$ cat config.mk
export PLATFORM = sky130hd
export DESIGN_NAME = taillight_sequencer
export DESIGN_NICKNAME = d
export VERILOG_FILES = /design/src/rtl/taillight_pkg.sv /design/src/rtl/tick_divider.sv /design/src/rtl/taillight_sequencer.sv
export SDC_FILE = /design/constraint.sdc
export NUM_CORES = 1
export LEC_CHECK = 0
export CAP_MARGIN = 20
export CORE_ASPECT_RATIO = 0.9
export CORE_UTILIZATION = 46
export CTS_CLUSTER_DIAMETER = 30
export DETAILED_ROUTE_END_ITERATION = 6
export PLACE_DENSITY_LB_ADDON = 0.05
export SYNTH_ARGS = -nofsm -noshare
export SYNTH_HDL_FRONTEND = slang
export SYNTH_HIERARCHICAL = 1
export SYNTH_SLANG_ARGS = --single-unit
$ cat constraint.sdc
create_clock -name ADC_CLK_10 -period 3.2 [get_ports ADC_CLK_10]
set_clock_uncertainty 0.2 [all_clocks]
set_input_delay 0.48 -clock ADC_CLK_10 [delete_from_list [all_inputs] [get_ports ADC_CLK_10]]
set_output_delay 0.48 -clock ADC_CLK_10 [all_outputs]
set_load 0.02 [all_outputs]
$ cat src/rtl/taillight_pkg.sv
// Shared mode codes, lamp patterns and decode helpers for the taillight sequencer.
package taillight_pkg;

    // Mode codes; 7 is never loaded and renders as IDLE.
    localparam logic [2:0] MODE_IDLE      = 3'd0;
    localparam logic [2:0] MODE_HZRD      = 3'd1;
    localparam logic [2:0] MODE_SIG_L     = 3'd2;
    localparam logic [2:0] MODE_SIG_R     = 3'd3;
    localparam logic [2:0] MODE_BRK       = 3'd4;
    localparam logic [2:0] MODE_BRK_SIG_L = 3'd5;
    localparam logic [2:0] MODE_BRK_SIG_R = 3'd6;

    // Lamp patterns; bit0 is the innermost lamp.
    localparam logic [2:0] PAT_OFF = 3'b000;
    localparam logic [2:0] PAT_ALL = 3'b111;
    localparam logic [2:0] PAT_S0  = 3'b000;
    localparam logic [2:0] PAT_S1  = 3'b001;
    localparam logic [2:0] PAT_S2  = 3'b011;
    localparam logic [2:0] PAT_S3  = 3'b111;

    // Synchronized control bundle.
    typedef struct packed {
        logic hazard;
        logic turn_en;
        logic dir_left;
        logic brake;
    } ctl_t;

    // Left/right lamp pair.
    typedef struct packed {
        logic [2:0] l;
        logic [2:0] r;
    } lamps_t;

    // Priority resolution of the controls into a mode code.
    function automatic logic [2:0] resolve_mode(input ctl_t c);
        logic [2:0] m;
        if (c.hazard)
            m = MODE_HZRD;
        else if (c.brake && c.turn_en)
            m = c.dir_left ? MODE_BRK_SIG_L : MODE_BRK_SIG_R;
        else if (c.brake)
            m = MODE_BRK;
        else if (c.turn_en)
            m = c.dir_left ? MODE_SIG_L : MODE_SIG_R;
        else
            m = MODE_IDLE;
        return m;
    endfunction

    // Turning-side sweep for a given step.
    function automatic logic [2:0] sig_pat(input logic [1:0] step);
        logic [2:0] p;
        case (step)
            2'd0:    p = PAT_S0;
            2'd1:    p = PAT_S1;
            2'd2:    p = PAT_S2;
            default: p = PAT_S3;
        endcase
        return p;
    endfunction

    // Lamp state for a mode/step pair; unknown codes fall back to IDLE.
    function automatic lamps_t lamp_pattern(input logic [2:0] mode, input logic [1:0] step);
        lamps_t o;
        o.l = PAT_OFF;
        o.r = PAT_OFF;
        case (mode)
            MODE_HZRD: begin
                o.l = step[0] ? PAT_OFF : PAT_ALL;
                o.r = step[0] ? PAT_OFF : PAT_ALL;
            end
            MODE_SIG_L:     o.l = sig_pat(step);
            MODE_SIG_R:     o.r = sig_pat(step);
            MODE_BRK: begin
                o.l = PAT_ALL;
                o.r = PAT_ALL;
            end
            MODE_BRK_SIG_L: begin
                o.l = sig_pat(step);
                o.r = PAT_ALL;
            end
            MODE_BRK_SIG_R: begin
                o.l = PAT_ALL;
                o.r = sig_pat(step);
            end
            default: ;
        endcase
        return o;
    endfunction

endpackage

$ cat src/rtl/tick_divider.sv
// Free-running step divider: one-cycle tick every TICK_DIV clocks, clearable.
module tick_divider
    import taillight_pkg::*;
#(
    parameter int TICK_DIV = 1000000
) (
    input  logic ADC_CLK_10,
    input  logic reset,
    input  logic clr,
    output logic tick
);

    localparam int              CW   = $clog2(TICK_DIV);
    localparam logic [CW-1:0]   LAST = CW'(TICK_DIV - 1);

    logic [CW-1:0] cnt;

    assign tick = (cnt == LAST);

    // Count 0..TICK_DIV-1, wrap on tick, restart on a mode change.
    always_ff @(posedge ADC_CLK_10 or posedge reset) begin
        if (reset)
            cnt <= '0;
        else if (clr || tick)
            cnt <= '0;
        else
            cnt <= cnt + CW'(1);
    end

endmodule

$ cat src/rtl/taillight_sequencer.sv
// Taillight controller: input sync, priority mode select, stepped lamp patterns.
module taillight_sequencer
    import taillight_pkg::*;
#(
    parameter int TICK_DIV = 1000000
) (
    input  logic       ADC_CLK_10,
    input  logic       reset,
    input  logic       hazard,
    input  logic       turn_en,
    input  logic       dir_left,
    input  logic       brake,
    output logic [2:0] led_l,
    output logic [2:0] led_r,
    output logic [2:0] mode,
    output logic       tick
);

    ctl_t       ctl_raw;
    ctl_t       ctl_s1;
    ctl_t       ctl_s2;
    logic [2:0] req_mode;
    logic       mode_chg;
    logic [1:0] step;
    logic [1:0] nxt_step;
    lamps_t     nxt_lamps;

    assign ctl_raw = {hazard, turn_en, dir_left, brake};

    // Two-flop synchronizer for the asynchronous switch/key inputs.
    always_ff @(posedge ADC_CLK_10 or posedge reset) begin
        if (reset) begin
            ctl_s1 <= '0;
            ctl_s2 <= '0;
        end else begin
            ctl_s1 <= ctl_raw;
            ctl_s2 <= ctl_s1;
        end
    end

    assign req_mode = resolve_mode(ctl_s2);
    assign mode_chg = (req_mode != mode);

    tick_divider #(
        .TICK_DIV (TICK_DIV)
    ) u_div (
        .ADC_CLK_10 (ADC_CLK_10),
        .reset      (reset),
        .clr        (mode_chg),
        .tick       (tick)
    );

    // Next step: a mode change restarts the sweep and overrides a coincident tick.
    always_comb begin
        nxt_step = step;
        if (mode_chg)
            nxt_step = 2'd0;
        else if (tick)
            nxt_step = step + 2'd1;
    end

    // Next mode is always the requested one, so lamps are decoded from it.
    assign nxt_lamps = lamp_pattern(req_mode, nxt_step);

    // Mode/step state and registered lamp outputs.
    always_ff @(posedge ADC_CLK_10 or posedge reset) begin
        if (reset) begin
            mode  <= MODE_IDLE;
            step  <= 2'd0;
            led_l <= PAT_OFF;
            led_r <= PAT_OFF;
        end else begin
            mode  <= req_mode;
            step  <= nxt_step;
            led_l <= nxt_lamps.l;
            led_r <= nxt_lamps.r;
        end
    end

endmodule
Word-level counts from Yosys, hierarchy flattened
Index checks and enable logic that the tools add are counted.
- add/sub/neg operators: 2
- equal/unequal tests: 10
- mux-type cells: 13
- reductions and logical operators: 7
- operators with widths (operator ; number):
    case mux 3 bit (3 select lines) ; 3
    adder 20 x 1 -> 20 bit (second input constant) ; 1
    equality test 20 bit (second input constant) ; 1
    two-way mux 20 bit ; 1
    two-way mux 3 bit ; 4
    equality test 3 bit (second input constant) ; 3
    two-way mux 2 bit ; 4
    OR reduction 2 bit ; 4
    equality test 3 x 2 -> 1 bit (second input constant) ; 2
    equality test 3 x 1 -> 1 bit (second input constant) ; 1
    != test 3 bit ; 1
    adder 2 x 1 -> 2 bit (second input constant) ; 1
    equality test 2 x 1 -> 1 bit (second input constant) ; 1
    equality test 2 bit (second input constant) ; 1
    zero test 2 bit ; 1
    logical AND 1 bit ; 1
    logical OR 1 bit ; 1
    two-way mux 1 bit ; 1
- register bits after elaboration: 39
- input port bits: 6
- output and inout port bits: 10

Logic depth before layout (Yosys ltp)
- depth after elaboration: 10
- gate-level depth with buffers: 9
- depth with buffers taken out: 8

Modules after synthesis
Netlist, hierarchy kept.
- modules (own cells, without submodules) (module ; instances ; cells an instance ; area an instance (µm²) ; seq. area each (µm²)):
    tick_divider ; 1 ; 108 ; 1024.7 ; 500.5
    taillight_sequencer ; 1 ; 64 ; 780.7 ; 475.5

Least setup slack after synthesis
Ideal clock, no wire load.
- path type: register -> register
- start: reg u_div.cnt[0]
- end: reg led_l[1]
- library setup time: 0.139 ns
- arrival: 2.360 ns
- setup slack: 0.502 ns
- cell stages (with the launch flop): 8
- path buffers: 1
- cells stage by stage: dfrtp_1 -> ha_1 -> clkbuf_1 -> nand2_1 -> nor3_1 -> xor2_1 -> o2111a_1 -> o22ai_1
- RTL lines (item ; line ; text):
    from (decl) ; tick_divider.sv:16 ; logic [CW-1:0] cnt;
    from (signal assigned) ; tick_divider.sv:27 ; cnt <= cnt + CW'(1);
    to (signal assigned) ; taillight_sequencer.sv:75 ; led_l <= nxt_lamps.l;
    to (decl) ; taillight_sequencer.sv:13 ; output logic [2:0] led_l,

Worst setup path after layout
- start: reg u_div.cnt[0]
- end: out tick
- word-level cells in the longest chain between the ends: 1
- ends and longest elaborated chain (item ; line ; text):
    equality test 20 bit ; tick_divider.sv:18 ; assign tick = (cnt == LAST);
    to (decl) ; taillight_sequencer.sv:16 ; output logic tick
No other way between the ends.

==> impl_metrics.yaml <==
critical_path:
  timing.reg2reg.setup_slack_ns: 0.72
  max_stage_delay_ns: 0.67
  path_delay_family: "buffers and inverters"
  cp_num_buf_inv: 1
  path_class: "flop to output pin"
  critPathArrivalTime_ns: 2.31
  crit_path_end_kind: "output pin"
  crit_slowest_cell: "clkdlybuf4s50_1"
  worstPathRequired_ns: 2.52
  cp_max_fo: 8
  crit_path_start_kind: "flop"
  cp_cell_sequence: "ha_1, nand2_1, nor3_2, clkdlybuf4s50_1"
detailed_routing:
  dr.pass1.iters: 4
  drt-total-wl_um: 3210
  ant_nets: 0
  drc: 0
  drtIter0Drc: 81
  vias_per_cell: 5.50
  avgRoutedWirePerCell_um: 13.5
  vias: 1310
sta:
  fmax_ghz: 0.335
  min_period_over_period_pct: 93.3
  setup-violations-final: 0
  worst_pin_slew_ns: 0.775
  rsz0062_at_grt: "no"
  final.setup.tns_ns: 0
  post-route-min-period_ns: 2.99
  maxSlewViolCount: 0
  slew_headroom_pct: 48.3
  hold_violations: 0
die:
  rows: 21
  io_pins: 16
  coreArea_mm2: 0.00373
  dieArea_mm2: 0.00418
  die_w_um: 68.0
  start_util_pct: 48.4
  fp.dieH_um: 61.4
grt:
  grt_pass1_wl_um: 5420
  grt_pass1_vias: 1185
  grt_max_degree: 21
  grt_antenna_before_repair: 0
  overflow: 0
  grt_use_total_pct: 18.4
clocking:
  clock_latency_ns: 0.29
  clockRootBuffer: "clkbuf_8"
  cts_hold_buffers: 0
  cts_buffers: 5
  cts-resized-gates: 0
  clkTransAtPathRegs_ns: 0.07
  clk_path_buf_depth: 2
  h-tree-depth: 2
  cts_setup_buffers: 0
  cts_tree: "yes"
  clock-sinks: 39
final_layout:
  utilization_pct: 56.9
  nFillCells: 332
  final_area_mm2: 0.00212
  areaGrowthSynthToFinish_pct: 17.5
  num_antenna_cells: 0
  drive_above_1_share_pct: 9.90
  nets: 198
yosys:
  ys_types: 42
  synth_edf_count: 0
  synth_commonest_cells: "39 x dfrtp_1, 22 x nor2_1, 12 x xnor2_1, 10 x nand3_1"
  synth_top_family_by_area: "simple AND/OR/NAND/NOR gates"
  synthAdderAreaFrac_pct: 0.693
  async_reset_ff_share_pct: 100
  synth.most_common_cell: "dfrtp_1"
  seq_area_frac_synth_pct: 54.1
  synth.area.top_cells: "dfrtp_1 54%, xnor2_1 5.8%, nor2_1 4.6%"
  syn_nets: 179
  avgSynthCellArea_um2: 10.5
  synth_mux_area_share_pct: 0
  yosysWarnings: 6
  syn-instance-count: 172
  ys.flop_type: "dfrtp_1"
  ys_ff_latch: 39
  synth_area_leader_cell: "dfrtp_1"
  synth_compound_area_share_pct: 10.7
  synthSimpleGateAreaFrac_pct: 22.0
  synth_top_area_share_pct: 54.1
  synth_area_mm2: 0.00181
  synthXorXnorAreaFrac_pct: 9.63
power:
  p_leak_nw: 0.869
  power_density_mw_per_mm2: 488
  ir_drop_v: 0.000461
run:
  cap_violations: 0
placement:
  dp.final_hpwl_um: 2340
  placed_area_mm2: 0.00200
  port_buffers: 15
  routabilityCongestion: 0.803
run_status:
  status: "complete, no violations"
min_path:
  hold_class: "flop to flop"
sequential cells by signal (all words and copies together), names as in the netlist:
name	flops
ctl_s1	4
ctl_s2	4
led_l	3
led_r	3
mode	3
step	2
u_div/cnt	20
path summary, 6_finish.rpt:
check,start,end,cells past startpoint
max,u_div/cnt[0],tick,4
min,ctl_s1[2],ctl_s2[2],0
max reg2reg,u_div/cnt[0],led_l[2],6
min reg2reg,ctl_s1[2],ctl_s2[2],0
max in group asynchronous,reset,u_div/cnt[10],2
min in group asynchronous,reset,ctl_s1[1],2
cell usage in the layout (no fill, tap or decap), types with 4 or more instances in the layout:
master           instances
nor2_1                  22
nand3_1                 10
a211oi_1                 4
inv_1                    8
dfrtp_1                 39
nand4_1                  6
a21oi_1                  7
clkdlybuf4s50_1         15
xor2_1                   6
nor4_1                   5
or3_1                    4
nand2_1                  8
xnor2_1                 12
clkbuf_8                 6
nor3_1                   4
cell families after synthesis:
family / after synthesis
and+or+nand+nor: 73
DFF: 39
AOI/OAI and AO/OA: 28
xor gates and xnor gates: 19
buffers and inverters: 12
adders and majority gates: 1
routing by layer:
metal  vias up  track usage [%]  wire length (µm)
li1        647                -                 -
met1       632             26.2              1630
met2        29             25.8              1430
met3         2             6.11               132
met4         0             6.85                19
met5         -                0                 0
where the power goes:
part	total [W]	switching [W]	internal, W	leakage (nW)
Sequential	0.000524	0.0000148	0.000509	0.503
Combinational	0.0000937	0.0000533	0.0000404	0.305
Clock	0.000418	0.000166	0.000252	0.0612
metrics by stage:
stage          std cells  setup WS (ns)  total power (W)  hold WS, ns
2_1_floorplan        172          0.502         0.000589        0.131
3_3_place_gp         230          0.417         0.000624        0.132
3_5_place_dp         230          0.342         0.000629        0.137
4_1_cts              238         0.0248          0.00105        0.155
5_1_grt              238         0.0805          0.00108        0.157
6_report             238          0.213          0.00104        0.151
final cells by class:
cell class                      count  area, µm²  area share, %
Sequential cell                    39        976           46.0
Multi-Input combinational cell    121        783           36.9
Timing Repair Buffer               16        158           7.43
Clock buffer                        6       82.6           3.89
Tap cell                           46       57.6           2.71
Clock inverter                      2       35.0           1.65
Inverter                            8       30.0           1.42
Power figures use the tool's default switching activity.
